--- config.mk ---
export PLATFORM = sky130hd
export DESIGN_NAME = quadrature_gen
export DESIGN_NICKNAME = d
export VERILOG_FILES = /design/src/rtl/quadrature_gen.sv
export SDC_FILE = /design/constraint.sdc
export NUM_CORES = 1
export LEC_CHECK = 0
export ABC_AREA = 1
export ABC_CLOCK_PERIOD_IN_PS = 1370
export BUFFER_PORTS_ARGS = -buffer_cell sky130_fd_sc_hd__buf_2
export CORE_AREA = 2 2 39 41
export CTS_CLUSTER_SIZE = 28
export DETAILED_ROUTE_END_ITERATION = 8
export DIE_AREA = 0 0 41 43
export SYNTH_ARGS = -nofsm -noshare
export SYNTH_HDL_FRONTEND = slang
export SYNTH_SLANG_ARGS = --single-unit
--- constraint.sdc ---
create_clock -name CLK -period 1.37 [get_ports CLK]
set_input_delay 0.2055 -clock CLK [delete_from_list [all_inputs] [get_ports CLK]]
set_output_delay 0.2055 -clock CLK [all_outputs]
set_load 0.02 [all_outputs]
--- src/rtl/quadrature_gen.sv ---
`default_nettype none
// ============================================================================
//  Module   : quadrature_gen
//  Purpose  : Quadrature (A/B phase) waveform generator. Each accepted step
//             command emits p_EDGES_PER_STEP Gray-code transitions on
//             o_phase_a/o_phase_b, with every level held p_HOLD clocks.
//             CW order {A,B}: 00->10->11->01->00 (A leads B); CCW reversed.
//  Ports    : CLK          - system clock, all logic on posedge
//             RST          - asynchronous active-high reset
//             i_step_valid - step command present
//             i_step_cw    - command direction (1 = CW, 0 = CCW)
//             o_step_ready - command accepted when valid && ready
//             o_phase_a    - phase A (registered)
//             o_phase_b    - phase B (registered)
//             o_busy       - high while a step is being emitted
//             ov_pos       - signed edge position (QGEN_POS_EN only)
//  Config   : `define QGEN_POS_EN adds the ov_pos position counter.
//  Revision : 1.0 - initial release
// ============================================================================
module quadrature_gen #(
  parameter int p_HOLD           = 8,
  parameter int p_EDGES_PER_STEP = 4,
  parameter int p_POS_WIDTH      = 8
) (
  input  logic CLK,
  input  logic RST,
  input  logic i_step_valid,
  input  logic i_step_cw,
  output logic o_step_ready,
  output logic o_phase_a,
  output logic o_phase_b,
  output logic o_busy
`ifdef QGEN_POS_EN
  ,
  output logic signed [p_POS_WIDTH-1:0] ov_pos
`endif
);

  localparam int TIMER_W = (p_HOLD > 2) ? $clog2(p_HOLD) : 1;
  localparam logic [TIMER_W-1:0] HOLD_M1  = TIMER_W'(p_HOLD - 1);
  localparam logic [1:0]         EDGES_M1 = 2'(p_EDGES_PER_STEP - 1);

  // Parameter legality: the downstream decoder's sync chain needs >= 2
  // clocks per level, and edges_left is only 2 bits wide.
  if (p_HOLD < 2) begin : g_bad_hold
    $error("quadrature_gen: p_HOLD must be >= 2");
  end
  if (p_EDGES_PER_STEP != 1 && p_EDGES_PER_STEP != 2 && p_EDGES_PER_STEP != 4) begin : g_bad_edges
    $error("quadrature_gen: p_EDGES_PER_STEP must be 1, 2 or 4");
  end
  if (p_POS_WIDTH < 2) begin : g_bad_pos
    $error("quadrature_gen: p_POS_WIDTH must be >= 2");
  end

  typedef enum logic [0:0] {
    IDLE = 1'b0,
    MOVE = 1'b1
  } state_t;

  state_t               state;
  state_t               state_nx;
  logic [TIMER_W-1:0]   timer;
  logic [1:0]           edges_left;
  logic                 dir_cw;
  logic                 accept;
  logic                 advance;
  logic                 step_edge;
  logic                 edge_cw;

  // State register
  always_ff @(posedge CLK or posedge RST) begin
    if (RST) begin
      state <= IDLE;
    end else begin
      state <= state_nx;
    end
  end

  // Next state and handshake outputs
  always_comb begin
    state_nx     = state;
    o_step_ready = 1'b0;
    o_busy       = 1'b0;
    accept       = 1'b0;
    advance      = 1'b0;
    case (state)
      IDLE: begin
        o_step_ready = 1'b1;
        if (i_step_valid) begin
          accept   = 1'b1;
          state_nx = MOVE;
        end
      end
      MOVE: begin
        o_busy = 1'b1;
        if (timer == '0) begin
          if (edges_left != 2'd0) begin
            advance = 1'b1;
          end else begin
            // Last hold cycle: a new command taken here keeps the edge
            // spacing at exactly p_HOLD clocks.
            o_step_ready = 1'b1;
            if (i_step_valid) begin
              accept = 1'b1;
            end else begin
              state_nx = IDLE;
            end
          end
        end
      end
      default: state_nx = IDLE;
    endcase
  end

  // Direction is taken live from the input only on the accepting cycle;
  // afterwards the latched copy is used so mid-step changes are ignored.
  assign step_edge = accept | advance;
  assign edge_cw   = accept ? i_step_cw : dir_cw;

  always_ff @(posedge CLK or posedge RST) begin
    if (RST) begin
      timer      <= '0;
      edges_left <= 2'd0;
      dir_cw     <= 1'b0;
      o_phase_a  <= 1'b0;
      o_phase_b  <= 1'b0;
    end else begin
      if (accept) begin
        dir_cw     <= i_step_cw;
        edges_left <= EDGES_M1;
        timer      <= HOLD_M1;
      end else if (advance) begin
        edges_left <= edges_left - 2'd1;
        timer      <= HOLD_M1;
      end else if (timer != '0) begin
        timer <= timer - 1'b1;
      end

      // One Gray step: CW {A,B} <- {~B, A}; CCW {A,B} <- {B, ~A}.
      if (step_edge) begin
        if (edge_cw) begin
          o_phase_a <= ~o_phase_b;
          o_phase_b <= o_phase_a;
        end else begin
          o_phase_a <= o_phase_b;
          o_phase_b <= ~o_phase_a;
        end
      end
    end
  end

`ifdef QGEN_POS_EN
  // Position tracks edges in the same cycle they appear on the phases;
  // wraps in two's complement.
  always_ff @(posedge CLK or posedge RST) begin
    if (RST) begin
      ov_pos <= '0;
    end else if (step_edge) begin
      if (edge_cw) begin
        ov_pos <= ov_pos + 1'b1;
      end else begin
        ov_pos <= ov_pos - 1'b1;
      end
    end
  end
`else
  // Position counter not built in this configuration.
`endif

endmodule
`default_nettype wire

==> results by group <==
Status
  • Status: complete, but fails checks
  • Failing checks: setup timing

Critical path
  • CP required: 1160 ps
  • CP max FO: 4
  • Crit Reg-Reg Endpoint: o_phase_a$_DFFE_PP0P_
  • R2r startpoint: edges_left[1]$_DFFE_PP0P_
  • Worst-case reg-to-reg path depth: 10
  • Crit path kind: register to output port
  • Buf/Inv on CP: 2
  • Worst path max stage delay: 380 ps
  • Crit path from: edges_left[1]$_DFFE_PP0P_
  • Critical path endpoint category: output port
  • Worst path top cell family by delay: flip-flops
  • Worst setup SP type: register
  • Worst path slowest cell: dfrtp_1
  • Setup slack, reg-to-reg: 70 ps
  • Arr. time, crit path: 1180 ps
  • Crit path cell chain: inv_1, ha_2, nand3_2, nand2_4, buf_6

Route
  • DR vias: 426
  • Avg Vias per Cell: 4.39
  • Antenna-violating nets left: 0
  • WL/cell: 9.61 µm
  • WL final: 932 µm
  • Pre-antenna DRT Iters: 2
  • Residual DRC: 0
  • DR iter-0 viols: 6

Finish
  • Nets: 89
  • Layout cells sized above 1: 0.420
  • P&R area growth vs syn: 31.5%
  • Cell area after layout: 679 µm²
  • Diodes inserted: 0

Pwr
  • Leakage Power: 0.384 nW
  • VDD IR max: 1.19 mV
  • Overall power: 1.49 mW
  • Power per cell area: 2200 nW/µm²

STA
  • Max Freq: 0.722 GHz
  • Fin crit period: 1390 ps
  • Worst Slack Setup Final: -15.2 ps
  • Final setup vio count: 1
  • Slew HR: 0.767
  • Fin. max-slew vios: 0
  • Worst Skew: 7.65 ps
  • Fin crit share: 1.01
  • Actual slew at the worst max-slew pin: 349 ps
  • Unrepaired setup endpoints after global routing: yes
  • Final TNS setup: -15.2 ps
  • Final Hold Fails: 0

Die
  • Die Span Y: 43 µm
  • Die span in x: 41 µm
  • Area of the core: 1380 µm²
  • Die Footprint: 1760 µm²
  • Initial Util: 0.373
  • Io pins: 8
  • Row cnt: 14

Place
  • DP Wirelength: 723 µm
  • Final GP Congestion: 0.737
  • IO Port Bufs: 7
  • Placed instance area: 587 µm²

Global routing
  • Number of global-route vias before repair: 384
  • Largest net degree at the start of global routing: 10
  • GRT Total Usage: 0.133
  • Initial antenna violation count: 0
  • First-pass GRT wire length: 1510 µm
  • Overflow after GRT: 0

Synthesis
  • Register area share after synthesis: 0.436
  • Syn Std Cell Area: 517 µm²
  • Post-Syn Instances: 63
  • Yosys reg bits: 9
  • Avg Synthesized Cell Area: 8.20 µm²
  • Number of synthesis warnings: 0
  • Cell variety after synth: 16
  • Post-synthesis net count: 70

CTS
  • Worst-skew pair later-pin latency: 260 ps
  • Num CTS Buffers: 3
  • Number of clock sinks: 9
  • Maximum buffer depth of the clock tree: 2
  • H-tree levels: 1
  • CTS root buf: clkbuf_4
  • CTS tree: done
  • Worst-path clk slew: 60 ps

Hold path
  • Hold Path Sink: state$_DFF_PP0_
  • Worst Hold Depth: 3
  • Min-Delay Path Class: input pin to register
  • Worst Hold Launch: i_step_valid

Run
  • Max-cap viol count: 0
power by group:
| part | switching [mW] | total [mW] | internal (mW) | leakage [nW] |
|---|---|---|---|---|
| sequential | 0.0846 | 0.481 | 0.396 | 0.104 |
| clock | 0.0874 | 0.199 | 0.112 | 0.0150 |
| combinational | 0.442 | 0.812 | 0.370 | 0.265 |
registers in the layout, indices dropped and copies added (netlist names):
name        flops
edges_left      2
dir_cw          1
o_phase_a       1
timer           3
state           1
o_phase_b       1
Yosys cell counts:
cell / n / area [µm²]
o211ai_1: 1 / 7.51
nand2_1: 11 / 41.3
nand3_2: 1 / 10.0
dfrtp_1: 9 / 225
o21ai_0: 3 / 15.0
inv_1: 11 / 41.3
a21oi_1: 1 / 5.00
o21ai_2: 1 / 8.76
nand2_4: 2 / 22.5
inv_2: 5 / 18.8
nor2_1: 3 / 11.3
nor2_4: 1 / 11.3
nand2_2: 2 / 12.5
ha_1: 3 / 37.5
xnor2_1: 1 / 8.76
nand3_1: 8 / 40.0
kinds of logic after synthesis:
family / synth area share
buf+inv: 0.116
xor+xnor: 0.0170
fa+ha+maj: 0.0726
flops: 0.436
simple gates: 0.288
compound gates: 0.0702
worst reg2reg max path, cell delays in order, from the launching register on:
cell and delay [ps]:
dfrtp_1 350, inv_1 50, ha_2 180, nand3_2 80, nand2_4 70, nand2_4 80, inv_2 50, nor2_4 130
inv_2 70, nand3_1 80, nand2_1 50
timing repair:
action                     in CTS  in global routing
buffers inserted                1                  3
hold buffers                    1                  0
pin swaps                       3                  1
setup endpoints to repair       3                  4
hold endpoints to repair        9                  0
gates resized for setup         8                  1
cells in the final DEF, fill, tap and decap left out:
cell and n:
a21oi_1 1, buf_2 6, buf_4 6, buf_6 1
clkbuf_1 1, clkbuf_4 3, dfrtp_1 9, dlygate4sd3_1 1
ha_1 1, ha_2 1, ha_4 1, inv_1 8
inv_2 8, nand2_1 11, nand2_2 2, nand2_4 2
nand3_1 7, nand3_2 2, nor2_1 3, nor2_4 1
o211ai_1 1, o21ai_0 3, o21ai_2 1, xnor2_1 1
metrics by stage:
| step | setup slack (ps) | cells | utilization | hold slack (ps) |
|---|---|---|---|---|
| after CTS | -48.0 | 94 | 0.471 | 217 |
| after global placement | -11.8 | 88 | 0.424 | 188 |
| after detailed placement | -19.0 | 88 | 0.424 | 184 |
| after global routing | -70.9 | 97 | 0.491 | 232 |
| after floorplan | 55.1 | 63 | - | 33.4 |
| final | -15.2 | 97 | 0.491 | 224 |
metal layers:
layer,routed length (µm),track usage,share of wire
met5,0,0,0
met4,19,0.0600,0.020
met3,44,0.0785,0.047
met2,424,0.188,0.45
met1,444,0.157,0.48
layout make-up:
type	instances	area, µm²
clock buffers	4	26.3
multi-input cells	38	251
fillers	131	704
inverters	16	60.1
repair buffers	14	96.3
flip-flops and latches	9	225
well taps	16	20.0
worst max-delay path by stage:
stage                                 end  depth (start not counted)
CTS                          o_step_ready                          5
global placement    o_phase_a$_DFFE_PP0P_                          9
global route                 o_step_ready                          5
floorplan           o_phase_b$_DFFE_PP0P_                         10
finish                       o_step_ready                          5
detailed placement  o_phase_a$_DFFE_PP0P_                         10
(Power assumes the default switching activity.)
